**src/rtl/cov_pkg.sv**
```systemverilog
// cov_pkg: shared widths, upper-triangle tables and FSM encoding for cov_fetch.
package cov_pkg;
    localparam int DW = 16;
    localparam int NBINS = 129;
    localparam int NELEM = 4;
    localparam int NUPPER = NELEM * (NELEM + 1) / 2;
    // Store element fetched for each upper-triangle slot, slot 0 rightmost
    localparam logic [NUPPER-1:0][3:0] UT_ELEM = {
        4'd15, 4'd11, 4'd10, 4'd7, 4'd6, 4'd5, 4'd3, 4'd2, 4'd1, 4'd0
    };
    // Upper slot holding each row-major element; lower elements map to their mirror
    localparam logic [15:0][3:0] SLOT_MAP = {
        4'd9, 4'd8, 4'd6, 4'd3,
        4'd8, 4'd7, 4'd5, 4'd2,
        4'd6, 4'd5, 4'd4, 4'd1,
        4'd3, 4'd2, 4'd1, 4'd0
    };
    typedef enum logic [1:0] {IDLE, FETCH, DRAIN, STREAM} state_t;
endpackage

```
**src/rtl/cov_fetch_if.sv**
```systemverilog
// cov_fetch_if: request, store-read and matrix-stream signals of cov_fetch.
interface cov_fetch_if #(parameter int DW = cov_pkg::DW);
    logic                 req_valid;
    logic [7:0]           req_bin;
    logic                 req_ready;
    logic                 req_err;
    logic                 rd_en;
    logic [7:0]           rd_bin;
    logic [3:0]           rd_elem;
    logic signed [DW-1:0] rd_re;
    logic signed [DW-1:0] rd_im;
    logic                 rd_valid;
    logic                 m_valid;
    logic                 m_ready;
    logic signed [DW-1:0] m_re;
    logic signed [DW-1:0] m_im;
    logic [3:0]           m_elem;
    logic                 m_last;
    logic                 busy;
    modport master (
        output req_valid, req_bin, rd_re, rd_im, rd_valid, m_ready,
        input  req_ready, req_err, rd_en, rd_bin, rd_elem, m_valid, m_re, m_im, m_elem, m_last, busy
    );
    modport slave (
        input  req_valid, req_bin, rd_re, rd_im, rd_valid, m_ready,
        output req_ready, req_err, rd_en, rd_bin, rd_elem, m_valid, m_re, m_im, m_elem, m_last, busy
    );
endinterface

```
**src/rtl/cov_conj_sat.sv**
```systemverilog
// cov_conj_sat: complex conjugate; the negated imaginary part saturates at the positive limit.
module cov_conj_sat #(parameter int DW = 16) (
    input  logic signed [DW-1:0] in_re,
    input  logic signed [DW-1:0] in_im,
    output logic signed [DW-1:0] out_re,
    output logic signed [DW-1:0] out_im
);
    localparam logic signed [DW-1:0] MIN = {1'b1, {(DW-1){1'b0}}};
    always_comb begin
        out_re = in_re;
        out_im = in_im == MIN ? ~MIN : -in_im;
    end
endmodule

```
**src/rtl/cov_fetch.sv**
```systemverilog
// cov_fetch: fetches the upper triangle of a 4x4 Hermitian covariance bin and streams the full matrix.
module cov_fetch
    import cov_pkg::*;
#(
    parameter int DW = cov_pkg::DW,
    parameter int NBINS = cov_pkg::NBINS
) (
    input logic clk,
    input logic rst_n,
    cov_fetch_if.slave bus
);
    localparam logic [8:0] NB = 9'(NBINS);
    localparam logic [3:0] NUP = 4'(NUPPER);
    state_t state;
    logic [3:0] iss_cnt, cap_cnt, nxt, slot;
    logic signed [DW-1:0] mat_re [NUPPER];
    logic signed [DW-1:0] mat_im [NUPPER];
    logic signed [DW-1:0] cj_re, cj_im, nxt_re, nxt_im;
    logic accept, reject, capture, cap_last, lower;
    always_comb begin
        accept   = state == IDLE && bus.req_valid && bus.req_ready && {1'b0, bus.req_bin} < NB;
        reject   = state == IDLE && bus.req_valid && bus.req_ready && {1'b0, bus.req_bin} >= NB;
        capture  = (state == FETCH || state == DRAIN) && bus.rd_valid && cap_cnt < NUP;
        cap_last = capture && cap_cnt == NUP - 4'd1;
        nxt      = state == STREAM ? bus.m_elem + 4'd1 : 4'd0;
        slot     = SLOT_MAP[nxt];
        lower    = nxt[3:2] > nxt[1:0];
        nxt_re   = cj_re;
        nxt_im   = lower ? cj_im : mat_im[slot];
    end
    cov_conj_sat #(.DW(DW)) u_conj (
        .in_re (mat_re[slot]),
        .in_im (mat_im[slot]),
        .out_re(cj_re),
        .out_im(cj_im)
    );
    // Matrix storage is left uncleared by reset; capture is gated by state instead
    always_ff @(posedge clk) begin
        if (capture) begin
            mat_re[cap_cnt] <= bus.rd_re;
            mat_im[cap_cnt] <= bus.rd_im;
        end
    end
    always_ff @(posedge clk) begin
        if (!rst_n) begin
            state         <= IDLE;
            iss_cnt       <= '0;
            cap_cnt       <= '0;
            bus.req_ready <= 1'b0;
            bus.req_err   <= 1'b0;
            bus.rd_en     <= 1'b0;
            bus.rd_bin    <= '0;
            bus.rd_elem   <= '0;
            bus.m_valid   <= 1'b0;
            bus.m_re      <= '0;
            bus.m_im      <= '0;
            bus.m_elem    <= '0;
            bus.m_last    <= 1'b0;
            bus.busy      <= 1'b0;
        end else begin
            bus.req_err <= 1'b0;
            if (capture) cap_cnt <= cap_cnt + 4'd1;
            case (state)
                IDLE: begin
                    bus.req_ready <= 1'b1;
                    bus.req_err   <= reject;
                    if (accept) begin
                        state         <= FETCH;
                        bus.req_ready <= 1'b0;
                        bus.busy      <= 1'b1;
                        bus.rd_en     <= 1'b1;
                        bus.rd_bin    <= bus.req_bin;
                        bus.rd_elem   <= UT_ELEM[0];
                        iss_cnt       <= 4'd1;
                        cap_cnt       <= '0;
                    end
                end
                FETCH: begin
                    if (iss_cnt == NUP) begin
                        bus.rd_en <= 1'b0;
                        state     <= DRAIN;
                    end else begin
                        bus.rd_elem <= UT_ELEM[iss_cnt];
                        iss_cnt     <= iss_cnt + 4'd1;
                    end
                end
                DRAIN: begin
                    if (cap_last) begin
                        state       <= STREAM;
                        bus.m_valid <= 1'b1;
                        bus.m_elem  <= nxt;
                        bus.m_re    <= nxt_re;
                        bus.m_im    <= nxt_im;
                        bus.m_last  <= 1'b0;
                    end
                end
                STREAM: begin
                    if (bus.m_valid && bus.m_ready) begin
                        if (bus.m_last) begin
                            state         <= IDLE;
                            bus.m_valid   <= 1'b0;
                            bus.m_last    <= 1'b0;
                            bus.busy      <= 1'b0;
                            bus.req_ready <= 1'b1;
                        end else begin
                            bus.m_elem <= nxt;
                            bus.m_re   <= nxt_re;
                            bus.m_im   <= nxt_im;
                            bus.m_last <= nxt == 4'd15;
                        end
                    end
                end
            endcase
        end
    end
endmodule

```
**src/flat_wrapper.sv**
```systemverilog
// flat-port wrapper written by rule: the top's interface ports become plain ports
module cov_fetch_flat import cov_pkg::*;
#(
    parameter int DW = cov_pkg::DW,
    parameter int NBINS = cov_pkg::NBINS
)
  (clk, rst_n, bus_req_valid, bus_req_bin, bus_rd_re, bus_rd_im, bus_rd_valid, bus_m_ready, bus_req_ready, bus_req_err, bus_rd_en, bus_rd_bin, bus_rd_elem, bus_m_valid, bus_m_re, bus_m_im, bus_m_elem, bus_m_last, bus_busy);
  cov_fetch_if #(.DW(DW)) bus_i ();
  input logic clk;
  input logic rst_n;
  input wire logic [$bits(bus_i.req_valid)-1:0] bus_req_valid;
  input wire logic [$bits(bus_i.req_bin)-1:0] bus_req_bin;
  input wire logic [$bits(bus_i.rd_re)-1:0] bus_rd_re;
  input wire logic [$bits(bus_i.rd_im)-1:0] bus_rd_im;
  input wire logic [$bits(bus_i.rd_valid)-1:0] bus_rd_valid;
  input wire logic [$bits(bus_i.m_ready)-1:0] bus_m_ready;
  output wire logic [$bits(bus_i.req_ready)-1:0] bus_req_ready;
  output wire logic [$bits(bus_i.req_err)-1:0] bus_req_err;
  output wire logic [$bits(bus_i.rd_en)-1:0] bus_rd_en;
  output wire logic [$bits(bus_i.rd_bin)-1:0] bus_rd_bin;
  output wire logic [$bits(bus_i.rd_elem)-1:0] bus_rd_elem;
  output wire logic [$bits(bus_i.m_valid)-1:0] bus_m_valid;
  output wire logic [$bits(bus_i.m_re)-1:0] bus_m_re;
  output wire logic [$bits(bus_i.m_im)-1:0] bus_m_im;
  output wire logic [$bits(bus_i.m_elem)-1:0] bus_m_elem;
  output wire logic [$bits(bus_i.m_last)-1:0] bus_m_last;
  output wire logic [$bits(bus_i.busy)-1:0] bus_busy;
  assign bus_i.req_valid = bus_req_valid;
  assign bus_i.req_bin = bus_req_bin;
  assign bus_i.rd_re = bus_rd_re;
  assign bus_i.rd_im = bus_rd_im;
  assign bus_i.rd_valid = bus_rd_valid;
  assign bus_i.m_ready = bus_m_ready;
  assign bus_req_ready = bus_i.req_ready;
  assign bus_req_err = bus_i.req_err;
  assign bus_rd_en = bus_i.rd_en;
  assign bus_rd_bin = bus_i.rd_bin;
  assign bus_rd_elem = bus_i.rd_elem;
  assign bus_m_valid = bus_i.m_valid;
  assign bus_m_re = bus_i.m_re;
  assign bus_m_im = bus_i.m_im;
  assign bus_m_elem = bus_i.m_elem;
  assign bus_m_last = bus_i.m_last;
  assign bus_busy = bus_i.busy;
  cov_fetch #(.DW(DW), .NBINS(NBINS)) u_core (.clk(clk), .rst_n(rst_n), .bus(bus_i));
endmodule
```
**config.mk**
```make
export PLATFORM = sky130hd
export DESIGN_NAME = cov_fetch_flat
export DESIGN_NICKNAME = d
export VERILOG_FILES = /design/src/rtl/cov_pkg.sv /design/src/rtl/cov_fetch_if.sv /design/src/rtl/cov_conj_sat.sv /design/src/rtl/cov_fetch.sv /design/src/flat_wrapper.sv
export SDC_FILE = /design/constraint.sdc
export NUM_CORES = 1
export LEC_CHECK = 0
export BUFFER_PORTS_ARGS = -buffer_cell sky130_fd_sc_hd__buf_2
export CAP_MARGIN = 15
export CORE_UTILIZATION = 44
export CTS_BUF_LIST = sky130_fd_sc_hd__clkbuf_2 sky130_fd_sc_hd__clkbuf_4 sky130_fd_sc_hd__clkbuf_8
export DETAILED_ROUTE_END_ITERATION = 6
export SYNTH_ARGS = -nofsm -noshare
export SYNTH_HDL_FRONTEND = slang
export SYNTH_SLANG_ARGS = --single-unit
```
**constraint.sdc**
```tcl
create_clock -name clk -period 4.1 [get_ports clk]
set_input_delay 0.82 -clock clk [delete_from_list [all_inputs] [get_ports clk]]
set_output_delay 0.82 -clock clk [all_outputs]
set_load 0.01 [all_outputs]
```
After elaboration in Yosys (flattened, before gate mapping)
Memory sizes are Yosys's and may differ from the RTL's. A register that Yosys moved wholly into a read port is not among the register bits.
Cells that the tools add are included.
Word-level totals
  register bits after elaboration: 64
  RAM bits: 320
  memory bits (read-only): 128
  input port bits: 45
  output and inout port bits: 54
  word-level logic and storage cells: 117
  memories: 4
Memory list
  u_core.mat_im: depth 10, bits a word 16, read ports 1, clocked after memory_dff 0, write ports 1, line cov_fetch.sv:17  | logic signed [DW-1:0] mat_im [NUPPER];
  u_core.mat_re: depth 10, bits a word 16, read ports 1, clocked after memory_dff 0, write ports 1, line cov_fetch.sv:16  | logic signed [DW-1:0] mat_re [NUPPER];
  (name not given): depth 16, bits a word 4, read ports 1, clocked after memory_dff 1, write ports 0, line cov_fetch.sv:83  | bus.rd_elem <= UT_ELEM[iss_cnt];
  (name not given): depth 16, bits a word 4, read ports 1, clocked after memory_dff 0, write ports 0, line cov_fetch.sv:26  | slot = SLOT_MAP[nxt];
Operators by class
  add/subtract/negate cells: 4
  magnitude comparators: 6
  equality and inequality tests: 14
  multiplexer cells: 52
  reductions and logical operators: 23
Operator list (number)
  $mux 16: 8
  $pmux 16 s2: 2
  $mux 4: 15
  $pmux 4 s2: 3
  $eq 16x16->1 const B: 1
  $neg 16->16: 1
  $mux 1: 13
  $add 4x1->4 const B: 3
  $eq 4x4->1 const B: 3
  $reduce_and 3->1: 4
  $reduce_and 4->1: 3
  $lt 4x5->1 const B: 2
  $mux 2: 5
  $pmux 1 s2: 5
  $ge 8x8->1 const B: 1
  $logic_and 1x1->1: 8
  $lt 8x8->1 const B: 1
  $ne 2x2->1 const B: 4
  $pmux 2 s4: 1
  $ne 2x1->1 const B: 3
  $reduce_bool 2->1: 3
  $reduce_and 5->1: 1
  $eq 2x2->1 const B: 2
  $lt 4x4->1 const B: 1
  other kinds (5): 6

Longest topological paths before layout
Gate-level depths: netlist of the first run.
An unclocked memory read counts as a cell.
  depth in word-level cells: 11
  mapped depth: 22
  depth with buffers taken out: 16

By module
Synthesis of the first run repeated with hierarchy kept, for this count alone.
Unflattened totals
  cell total of the unflattened synthesis: 1008
  area total of the unflattened synthesis: 15952.8 um^2
Modules (own cells, without submodules)
  cov_fetch: times used 1, cells each 932, area an instance 15439.8 um^2
  cov_conj_sat: times used 1, cells each 76, area an instance 513.0 um^2

Worst setup path after synthesis of the first run
OpenSTA, ideal clock, no wires.
  kind: register -> register
  start point: reg u_core.state[0]
  end point: reg u_core.bus.m_im[10]
  setup time: 0.060 ns
  arrival: 4.108 ns
  required time: 4.040 ns
  slack: -0.068 ns
  cell stages (with the launch flop): 23
  path buffers: 7
  cell sequence: dfxtp_1 -> ha_1 -> buf_2 -> clkbuf_1 -> nand2b_1 -> ha_1 -> a21oi_1 -> o21a_1 -> nor2_2 -> buf_4 -> buf_4 -> clkbuf_1 -> clkbuf_1 -> nand2_1 -> nand3_1 -> a31oi_1 -> ha_1 -> nand3_1 -> nor4_4 -> nand3_2 -> o21ai_4 -> buf_6 -> o221a_1
On the way
  word-level cells in the longest chain between the ends: 11
  elaborated cells on any way between the ends: 25
Ends and longest elaborated chain
  from (decl): line cov_fetch.sv:14  | state_t state;
  from (signal assigned): line cov_fetch.sv:46  | state <= IDLE;
  from (signal assigned): line cov_fetch.sv:68  | state <= FETCH;
  from (signal assigned): line cov_fetch.sv:81  | state <= DRAIN;
  $eq 2x2->1: line cov_fetch.sv:25, cov_fetch.sv:63
  $mux 4: line cov_fetch.sv:25  | nxt = state == STREAM ? bus.m_elem + 4'd1 : 4'd0;
  $mem_v2 16x4
  $mux 4
  $mem_v2 10x16
  $neg 16->16 / $eq 16x16->1 (equally long branches): line cov_conj_sat.sv:11  | out_im = in_im == MIN ? ~MIN : -in_im;
  $mux 16: line cov_conj_sat.sv:11
  $mux 16: line cov_fetch.sv:29  | nxt_im = lower ? cj_im : mat_im[slot];
  $mux 16: line cov_fetch.sv:99  | if (bus.m_last) begin
  $mux 16: line cov_fetch.sv:98  | if (bus.m_valid && bus.m_ready) begin
  $pmux 16 s2: line cov_fetch.sv:63  | case (state)
  to (signal assigned): line cov_fetch.sv:93  | bus.m_im <= nxt_im;
  to (signal assigned): line cov_fetch.sv:108  | bus.m_im <= nxt_im;
  to (decl): line cov_fetch_if.sv:26  | output req_ready, req_err, rd_en, rd_bin, rd_elem, m_valid, m_re, m_im, m_elem, m_last, busy
Parallel ways exist; a longest one is shown, timed or not. The select of a mux whose other input is x is not followed.
A chain may end at the register's enable or synchronous reset.

Worst setup path after layout of the first run
  start point: reg u_core.bus.m_elem[1]
  end point: reg u_core.bus.m_im[9]
On the way
  word-level cells in the longest chain between the ends: 11
  elaborated cells on any way between the ends: 14
Ends and longest elaborated chain
  from (decl): line cov_fetch_if.sv:26
  from (signal assigned): line cov_fetch.sv:91  | bus.m_elem <= nxt;
  from (signal assigned): line cov_fetch.sv:106  | bus.m_elem <= nxt;
  $add 4x1->4 *: line cov_fetch.sv:25
  $mux 4 *: line cov_fetch.sv:25
  $mem_v2 16x4
  $mux 4
  $mem_v2 10x16
  $neg 16->16 / $eq 16x16->1 (equally long branches): line cov_conj_sat.sv:11
  $mux 16: line cov_conj_sat.sv:11
  $mux 16 *: line cov_fetch.sv:29
  $mux 16: line cov_fetch.sv:99
  $mux 16: line cov_fetch.sv:98
  $pmux 16 s2 *: line cov_fetch.sv:63
Mark *: on every way between the ends. The rest lies on a longest branch, timed or not. The select of a mux whose other input is x is not followed.

==> impl_metrics.toml, run 1 <==
[clock_tree]
cts_root_buffer = "clkbuf_8"
cts-buffers-inserted = 67
clk_latency_ns = 0.61
clock_sinks = 388
cts_tree = "yes"
clk_pin_slew_ns = 0.06
htreeDepth = 3
clock_path_buffers = 3
postCtsHoldBufs = 0

[floorplan]
initial_core_util_pct = 44.7
row_count = 70
io_pins = 99
fp.coreArea_sq_mm = 0.0366
chipHeight_um = 195
dieArea_sq_mm = 0.0380
die_w_um = 195

[critical_path]
rr_startpoint = "u_core.bus.m_elem[1]"
critPathArrivalTime_ns = 4.44
endpoint_kind = "register"
cp-start-kind = "register"
required_ns = 4.60
timing.rr.end = "u_core.bus.m_im[9]"
cp_max_fo = 10
r2r_slack_ns = 0.15
path_class = "reg2reg"
rr_worst_depth = 12

[finish]
multi_input_area_sq_mm = 0.00499
diodes = 0
syn2layout_area_growth_pct = 16.6
instances_no_fill = 1979
drive_gt1_share_pct = 22.9
regArea_sq_mm = 0.0110
layout.nets = 1517
fillCellCount = 3167

[global_routing]
grt.total_usage_pct = 23.2
grt_max_degree = 38
busiest_layer = "met2"
gr-usage-met3_pct = 4.88
antenna_found_initial = 3
gr-total-overflow = 0
grt_pass1_wl_um = 66400
grt.met1_usage_pct = 32.0
grtUsageMet2_pct = 35.8
grt_pass1_vias = 11000

[placed_design]
dp_cells = 1851
io_buffer_count = 98
hpwl_um = 26200
place.gp.congestion = 0.875

[job]
drv_cap = 0

[yosys]
synth_cells = 1304
yosysSeqAreaShare_pct = 67.1
synth_nets = 1364
synth_cell_type_count = 82
synthTopCellsByArea = "edfxtp_1 59%, dfxtp_1 8.3%, nand3_1 5.7%, nand2_1 5.5%, mux2i_1 2.3%"
yosys.area.top_type = "edfxtp_1"
ys_warn_count = 0
syn-cell-area_sq_mm = 0.0164
synth-seq-cells = 388
synth_commonest_cells = "320 x edfxtp_1, 238 x nand2_1, 186 x nand3_1"
async_flop_share_pct = 0
synth-edff-count = 320
synth-main-ff-cell = "edfxtp_1"
syn_area_per_cell_sq_um = 12.5
yosysTopAreaCellShare_pct = 58.7
yosysMostFrequentCell = "edfxtp_1"

[pwr]
pwr_density_cell_mw_per_mm2 = 486
leakagePower_nw = 6.95
vdd_ir_drop_max_v = 0.000297
totalPowerFinal_mw = 9.26

[routing]
wl_per_cell_um = 21.9
drtAntennaViolNets = 0
wl_um = 43300
viasPerCell = 5.69
vias = 11300
drt_pass1_iterations = 5
drcViolationCount = 0
drtIter0Drc = 964

[hold_path]
hp-class = "reg2reg"
whs_path_depth = 2
hp-start = "u_core.bus.rd_bin[7]"
min_to = "u_core.bus.rd_bin[7]"

[timing]
fin_setup_tns_ns = 0
relSlewSlack_pct = 23.0
fmax_mhz = 253
period_needed_ns = 3.95
hold_viol_final = 0
finalCritPeriodShare_pct = 96.3
setup_viol = 0
fin_worst_skew_ns = 0.0331
maxSlewViolCount = 0
tightest_slew_ns = 1.15
grt_setup_unrepaired = "false"

[status]
status = "completed"
## cell type report
| type | count | share of cell area, % |
|---|---|---|
| Sequential cell | 388 | 57.5 |
| Clock buffer | 104 | 6.46 |
| Multi-Input combinational cell | 808 | 26.2 |
| Timing Repair Buffer | 165 | 5.47 |
| Clock inverter | 19 | 0.761 |
| Inverter | 27 | 0.531 |
| Tap cell | 468 | 3.07 |
## registers in the layout, indices dropped and copies added (netlist names), named ones only
register,flops
u_core.mat_re,160
u_core.bus.req_err,1
u_core.bus.m_valid,1
u_core.bus.m_re,16
u_core.cap_cnt,4
u_core.bus.rd_bin,8
u_core.bus.rd_elem,4
u_core.bus.req_ready,1
u_core.bus.rd_en,1
u_core.bus.busy,1
u_core.bus.m_elem,4
u_core.iss_cnt,4
u_core.mat_im,160
u_core.state,2
u_core.bus.m_im,16
u_core.bus.m_last,1
## stage by stage
stage | instance area, sq um | setup WS [ns] | hold WS [ns] | utilization (%)
global placement | 17600 | 0.155 | 0.435 | 48.0
CTS | 19000 | 0.0186 | 0.431 | 51.8
floorplan | 16400 | 0.0180 | 0.449 | -
detailed placement | 17600 | 0.0146 | 0.440 | 48.0
global route | 19100 | 0.0352 | 0.456 | 52.1
finish | 19100 | 0.151 | 0.444 | 52.1
## cell usage in the layout (no fill, tap or decap), types with 5 or more instances in the layout
| master | netlist | final |
|---|---|---|
| edfxtp_1 | 320 | 320 |
| nand2_1 | 238 | 238 |
| nand3_1 | 186 | 185 |
| buf_2 | 13 | 98 |
| clkbuf_8 | 0 | 72 |
| dfxtp_1 | 68 | 65 |
| buf_4 | 4 | 63 |
| a21oi_1 | 46 | 44 |
| mux2i_1 | 38 | 37 |
| clkbuf_4 | 0 | 32 |
| nor2_1 | 32 | 31 |
| inv_1 | 27 | 27 |
| o21ai_0 | 21 | 21 |
| o211ai_1 | 15 | 15 |
| ha_1 | 15 | 13 |
| mux2_2 | 12 | 12 |
| nand4_1 | 12 | 12 |
| o221a_1 | 11 | 11 |
| xor2_1 | 11 | 11 |
| o2111ai_1 | 8 | 8 |
| nand2b_1 | 8 | 8 |
| xnor2_1 | 7 | 7 |
| clkinv_1 | 0 | 7 |
| a31oi_1 | 7 | 6 |
| and2_1 | 9 | 6 |
| a41oi_1 | 6 | 6 |
| nor3_1 | 6 | 6 |
| and3_2 | 0 | 6 |
| a21o_1 | 5 | 5 |
| o22ai_1 | 5 | 5 |
| a211o_1 | 5 | 5 |
| nor4_1 | 5 | 5 |
## where the power goes
| part | leakage, nW | internal [mW] | total [mW] | switching, mW |
|---|---|---|---|---|
| registers | 3.43 | 4.46 | 4.54 | 0.0851 |
| clock network | 0.732 | 1.99 | 3.59 | 1.59 |
| logic | 2.79 | 0.408 | 1.13 | 0.726 |
## metal layers
metal | wire [um] | part of all wire, %
met5 | 40 | 0.092
met4 | 1260 | 2.9
met2 | 19600 | 45
met1 | 19200 | 44
met3 | 3160 | 7.3
## how the worst max path moves through the flow
stage	start	end	slack, ns
6_report	u_core.bus.m_elem[1]	u_core.bus.m_im[9]	0.15
5_1_grt	u_core.bus.m_elem[0]	u_core.bus.m_im[11]	0.04
4_1_cts	u_core.bus.m_elem[1]	u_core.bus.m_im[5]	0.02
3_5_place_dp	u_core.bus.m_elem[1]	u_core.bus.m_im[5]	0.01
3_3_place_gp	u_core.bus.m_elem[1]	u_core.bus.m_im[12]	0.15
2_1_floorplan	u_core.bus.m_elem[0]	u_core.bus.m_im[10]	0.02
## worst max-delay path, cell delays in order, from the launching register on
cell      delay, ns
dfxtp_2        0.36
ha_4           0.27
nand2_1        0.10
ha_1           0.33
a21boi_2       0.17
o21a_1         0.24
nor3_2         0.92
nand3_1        0.36
and2_1         0.26
nor3b_2        0.19
a41oi_1        0.30
xor2_1         0.11
o221a_1        0.22
## cells by family after synthesis
kind of cell               count (synthesis)  synth area share, %
xor gates and xnor gates                  20                 1.16
DFF                                      388                 67.1
AOI/OAI and AO/OA                        185                 8.53
and+or+nand+nor                          532                 15.3
buffers and inverters                    108                 3.04
muxes                                     56                 3.72
adders and majority gates                 15                 1.15
## repair_timing
item / in CTS / in global routing
resized for setup: 2 / 15
setup buffers: 0 / 5
setup endpoints to repair: 11 / 16
pin swaps: 0 / 7
(Power assumes the default switching activity.)
==> inputs of run 2 (changes only) <==
==> constraint.sdc (replaced) <==
create_clock -name clk -period 4.1 [get_ports clk]
set_input_delay 0.205 -clock clk [delete_from_list [all_inputs] [get_ports clk]]
set_output_delay 0.205 -clock clk [all_outputs]
set_load 0.01 [all_outputs]
==> run 2 against run 1 <==
  * Critical path depth up 4
  * Design area grew 1.6%
  * Wire length down 0.54%
  * Clock power shrank 4%
  * Fmax up 0.54%
  * Sequential share of layout area decreased by 0.89 points
  * Combinational power about the same
  * First-iteration DRC count shrank 3.9%
  * Sequential power is essentially flat
  * Register-to-register slack gained 0.02 ns
  * Total power fell by 1.0%
  * Clock skew down 0.020 ns
  * Critical endpoint is now u_core.bus.m_im[10]
  * Largest power group unchanged
==> impl_metrics.toml, run 2 (synthesized netlist as in run 1, its figures left out) <==
[clock_tree]
clk_latency_ns = 0.61
cts-buffers-inserted = 67
clk_pin_slew_ns = 0.06
cts_root_buffer = "clkbuf_8"
clock_path_buffers = 3
htreeDepth = 3
cts_tree = "yes"
clock_sinks = 388

[critical_path]
path_class = "reg2reg"
r2r_slack_ns = 0.17
endpoint = "u_core.bus.m_im[10]"
cpLargestDelayFamily = "compound AO/OA/AOI/OAI gates"
max_stage_delay_ns = 0.42
rr_startpoint = "u_core.bus.m_elem[0]"
path_buf_inv = 1
timing.rr.end = "u_core.bus.m_im[10]"
cp-start-kind = "register"
required_ns = 4.60
rr_worst_depth = 16
cp-startpoint = "u_core.bus.m_elem[0]"
worst_path_max_delay_cell = "nor4_4"
crit_cells = 16
endpoint_kind = "register"
critPathArrivalTime_ns = 4.42
cp_max_fo = 9
cp_cell_sequence = "ha_4 -> nand2_1 -> ha_1 -> a21oi_2 -> o21ai_1 -> nand2_2 -> mux2_1 -> a32o_1 -> a31oi_4 -> ha_2 -> nand3_1 -> nor4_4 -> buf_4 -> a41oi_1 -> xnor2_1 -> o221a_1"

[placed_design]
io_buffer_count = 98
dp_cells = 1841
hpwl_um = 25300
place.gp.congestion = 0.865

[global_routing]
grt_max_degree = 62
gr-total-overflow = 0
grt_pass1_wl_um = 65400
grt_pass1_vias = 11000
grt.total_usage_pct = 22.8
antenna_found_initial = 1

[pwr]
vdd_ir_drop_max_v = 0.000259
pwr_density_cell_mw_per_mm2 = 473
totalPowerFinal_mw = 9.17
leakagePower_nw = 7.03

[timing]
period_needed_ns = 3.93
maxSlewViolCount = 0
hold_viol_final = 0
worst_hold_slack_ns = 0.0686
relSlewSlack_pct = 22.9
finalCritPeriodShare_pct = 95.8
setup_viol = 0
fin_worst_skew_ns = 0.0133
fmax_mhz = 255
tightest_slew_ns = 1.16

[finish]
instances_no_fill = 2005
diodes = 0
layout_commonest_cell = "edfxtp_1"
fillCellCount = 3142
final_cell_mix = "320 x edfxtp_1, 238 x nand2_1, 186 x nand3_1"
drive_gt1_share_pct = 21.4
regArea_sq_mm = 0.0110
reg_top3 = "u_core.mat_im x160, u_core.mat_re x160"
syn2layout_area_growth_pct = 18.4
multi_input_area_sq_mm = 0.00501
layout.nets = 1548
fin_util_pct = 52.9

[status]
status = "completed"

[routing]
viasPerCell = 5.60
drcViolationCount = 0
vias = 11200
wl_per_cell_um = 21.5
drtAntennaViolNets = 0
wl_um = 43000
drtIter0Drc = 926
drt_pass1_iterations = 5

[floorplan]
fp.coreArea_sq_mm = 0.0366
die_w_um = 195
dieArea_sq_mm = 0.0380
chipHeight_um = 195
io_pins = 99
initial_core_util_pct = 44.7
row_count = 70

[hold_path]
hp-class = "in2reg"

[job]
drv_cap = 0
## run 2: changes by cell type in the layout (fill, tap and decap cells not counted), sizes merged
cell	delta
dlygate4sd3	+42
buf	-12
clkbuf	-7
clkinv	+3
clkinvlp	+2
inv	-2
## run 2: worst register-to-register path, delay by kind of cell, from the launching register on
kind	cells	cell delay, ns
DFF	1	0.34
AOI/OAI and AO/OA	6	1.03
muxes	1	0.35
adders and majority gates	3	0.88
buffers and inverters	1	0.19
and+or+nand+nor	4	0.87
xor gates and xnor gates	1	0.17
## run 2: worst min path at each step
stage	start	end	cells past startpoint
after global routing	rst_n	u_core.bus.m_im[0]	2
final	rst_n	u_core.bus.m_im[0]	2
after CTS	rst_n	u_core.bus.m_im[0]	2
after detailed placement	u_core.bus.rd_bin[7]	u_core.bus.rd_bin[7]	2
after floorplan	bus_rd_im[0]	u_core.mat_im[0][0]	0
after global placement	u_core.bus.rd_bin[7]	u_core.bus.rd_bin[7]	2
## run 2: where the power goes
part / internal [mW] / switching (mW)
registers: 4.46 / 0.0904
logic: 0.425 / 0.731
clock network: 1.90 / 1.56
## run 2: repair_timing
item	4_1_cts	5_1_grt
endpoints found under the setup margin	1	16
resized for setup	1	17
gates cloned	0	1
hold buffers	42	0
endpoints found under the hold margin	329	0
pin swaps	0	5
buffers inserted	0	3
## run 2: cell type report
type	count	share of cell area [%]
timing repair buffer	196	7.18
inverter	27	0.523
clock buffer	96	6.05
multi-input combinational	808	25.9
tap	468	3.02
sequential	388	56.7
clock inverter	22	0.730
## run 2: stage by stage
step                      setup WS (ns)  setup TNS (ns)  instance area, sq um
after floorplan                  0.0180               0                 16400
after global placement            0.136               0                 17500
after detailed placement         0.0267               0                 17500
after CTS                        0.0179               0                 19200
after global routing            -0.0361          -0.157                 19400
final                             0.172               0                 19400
## run 2: routing by layer
metal  GRT usage, %  vias up  part of all wire (%)
met5              0        -                 0.030
met4           8.84        2                   2.6
met3           3.80       88                   6.1
met2           35.8      423                    46
met1           31.6     5486                    45
li1               -     5232                     -
==> inputs of run 3 (changes only) <==
--- a/config.mk
+++ b/config.mk
@@ -5,8 +5,9 @@
 export SDC_FILE = /design/constraint.sdc
 export NUM_CORES = 1
 export LEC_CHECK = 0
-export BUFFER_PORTS_ARGS = -buffer_cell sky130_fd_sc_hd__buf_2
+export BUFFER_PORTS_ARGS = -buffer_cell sky130_fd_sc_hd__clkbuf_2
 export CAP_MARGIN = 15
+export CORE_MARGIN = 3
 export CORE_UTILIZATION = 44
 export CTS_BUF_LIST = sky130_fd_sc_hd__clkbuf_2 sky130_fd_sc_hd__clkbuf_4 sky130_fd_sc_hd__clkbuf_8
 export DETAILED_ROUTE_END_ITERATION = 6
==> run 3 against run 2 <==
  * Die area rose by 4.1%
  * Critical path depth fell by 2
  * Clock skew rose by 0.037 ns
  * Fmax rose by 0.42%
  * Via count rose by 0.20%
  * Total power rose by 1.1%
  * Global-route usage fell by 1.2 points
  * Design area barely moved
  * Sequential cell count did not move
  * Sequential power barely moved
  * Wire length fell by 0.81%
  * Clock-buffer cell count fell by 1
==> impl_metrics.toml, run 3 (synthesized netlist as in run 1, its figures left out) <==
[status]
status = "completed"

[timing]
hold_viol_final = 0
grt_setup_unrepaired = "false"
fin_setup_tns_ns = 0
period_needed_ns = 3.91
tightest_slew_ns = 1.16
relSlewSlack_pct = 22.8
maxSlewViolCount = 0
fmax_mhz = 256
fin_worst_skew_ns = 0.0504
finalCritPeriodShare_pct = 95.4
setup_viol = 0

[floorplan]
dieArea_sq_mm = 0.0395
die_w_um = 199
chipHeight_um = 199
fp.coreArea_sq_mm = 0.0361
io_pins = 99
row_count = 69
initial_core_util_pct = 45.3

[routing]
viasPerCell = 5.63
drcViolationCount = 0
drtAntennaViolNets = 0
vias = 11300
wl_um = 42700
drt_pass1_iterations = 5
wl_per_cell_um = 21.4
drtIter0Drc = 974

[critical_path]
required_ns = 4.59
cp-start-kind = "register"
cp_cell_sequence = "buf_4 -> and3_1 -> mux2i_2 -> buf_4 -> or3_1 -> nand2_1 -> buf_4 -> nand2_1 -> a211o_1 -> and4_1 -> nand3_2 -> o21ai_4 -> buf_12 -> o41ai_2"
max_stage_delay_ns = 0.45
path_class = "reg2reg"
cp_max_fo = 13
crit_top_cell = "buf_4"
critPathArrivalTime_ns = 4.40
endpoint_kind = "register"
rr_startpoint = "u_core.bus.m_elem[0]"
cpLargestDelayFamily = "simple AND/OR/NAND/NOR gates"
path_buf_inv = 4
worst_path_max_delay_cell = "or3_1"
cp-startpoint = "u_core.bus.m_elem[0]"

[job]
drv_cap = 0

[global_routing]
grt_pass1_wl_um = 65000
grt.total_usage_pct = 21.6
grt_pass1_vias = 11100
gr-total-overflow = 0
antenna_found_initial = 0
grt_max_degree = 69

[finish]
final_cell_mix = "320 x edfxtp_1, 238 x nand2_1, 186 x nand3_1"
layout.nets = 1544
drive_gt1_share_pct = 20.8
final_cell_area_sq_mm = 0.0194
reg_top3 = "u_core.mat_im x160, u_core.mat_re x160"
syn2layout_area_growth_pct = 18.5
layout_commonest_cell = "edfxtp_1"

[placed_design]
hpwl_um = 25100
io_buffer_count = 98
post_dp_cell_area_sq_mm = 0.0175
place.gp.congestion = 0.897

[pwr]
pwr_density_cell_mw_per_mm2 = 478
vdd_ir_drop_max_v = 0.000269
leakagePower_nw = 7.02

[clock_tree]
cts_root_buffer = "clkbuf_8"
clock_sinks = 388
cts_tree = "yes"
cts-buffers-inserted = 67
clk_pin_slew_ns = 0.05
clk_latency_ns = 0.63
clock_path_buffers = 3
htreeDepth = 3

[hold_path]
hp-start = "bus_m_ready"
hp-class = "in2reg"
run 3: cell types whose count changed in the layout (fill, tap and decap cells not counted), moves of 2 or more:
cell       delta
buf_12        +3
buf_2        -98
buf_4         -6
bufinv_16     +2
clkbuf_2     +98
clkbuf_8      -2
clkinv_1      +5
clkinv_2      -2
run 3: per-stage QoR:
step / hold WS [ns] / setup slack, ns / instances / power [mW] / util, %
floorplan: 0.304 / 0.0180 / 1304 / 5.30 / -
global placement: 0.439 / 0.165 / 1830 / 5.71 / 48.5
detailed placement: 0.446 / 0.0126 / 1830 / 5.73 / 48.5
CTS: 0.0990 / 0.0176 / 1993 / 9.32 / 53.4
global route: 0.166 / 0.00558 / 1997 / 9.66 / 53.7
finish: 0.140 / 0.189 / 1998 / 9.27 / 53.7
run 3: area by class of cell:
cell class | count | area, sq um
clock buffer | 95 | 1150
multi-input combinational | 808 | 4980
sequential | 388 | 11000
timing repair buffer | 192 | 1390
clock inverter | 26 | 210
tap | 461 | 577
antenna | 1 | 2.50
inverter | 27 | 101
fill | 3069 | 16700
run 3: worst min-delay path: stages:
cell and delay, ns:
clkbuf_2 0.08, nand2_1 0.09, o22ai_1 0.12, a21oi_1 0.15, a311oi_1 0.06
run 3: per-layer routing:
layer	wire length [um]	global-route usage, %	vias up
li1	-	-	5246
met1	18500	29.5	5483
met2	20100	34.9	434
met3	2950	4.17	90
met4	1090	7.52	0
met5	0	0	-
run 3: power by group:
| group | internal, mW | switching (mW) |
|---|---|---|
| logic | 0.425 | 0.727 |
| clock network | 2.01 | 1.56 |
| registers | 4.46 | 0.0944 |
| total | 6.89 | 2.38 |
run 3: final timing paths:
check / end / slack (ns) / depth (start not counted)
max: u_core.bus.m_im[15] / 0.19 / 14
min: u_core.bus.busy / 0.14 / 5
max reg2reg: u_core.bus.m_im[15] / 0.19 / 14
min reg2reg: u_core.bus.rd_elem[0] / 0.45 / 2
run 3: what timing repair did:
action                     4_1_cts  5_1_grt
setup endpoints to repair        1       16
resized for setup                0       11
hold buffers                    42        0
setup buffers                    0        3
pin swaps                        1        4
cloned                           0        1
hold endpoints to repair       329        0
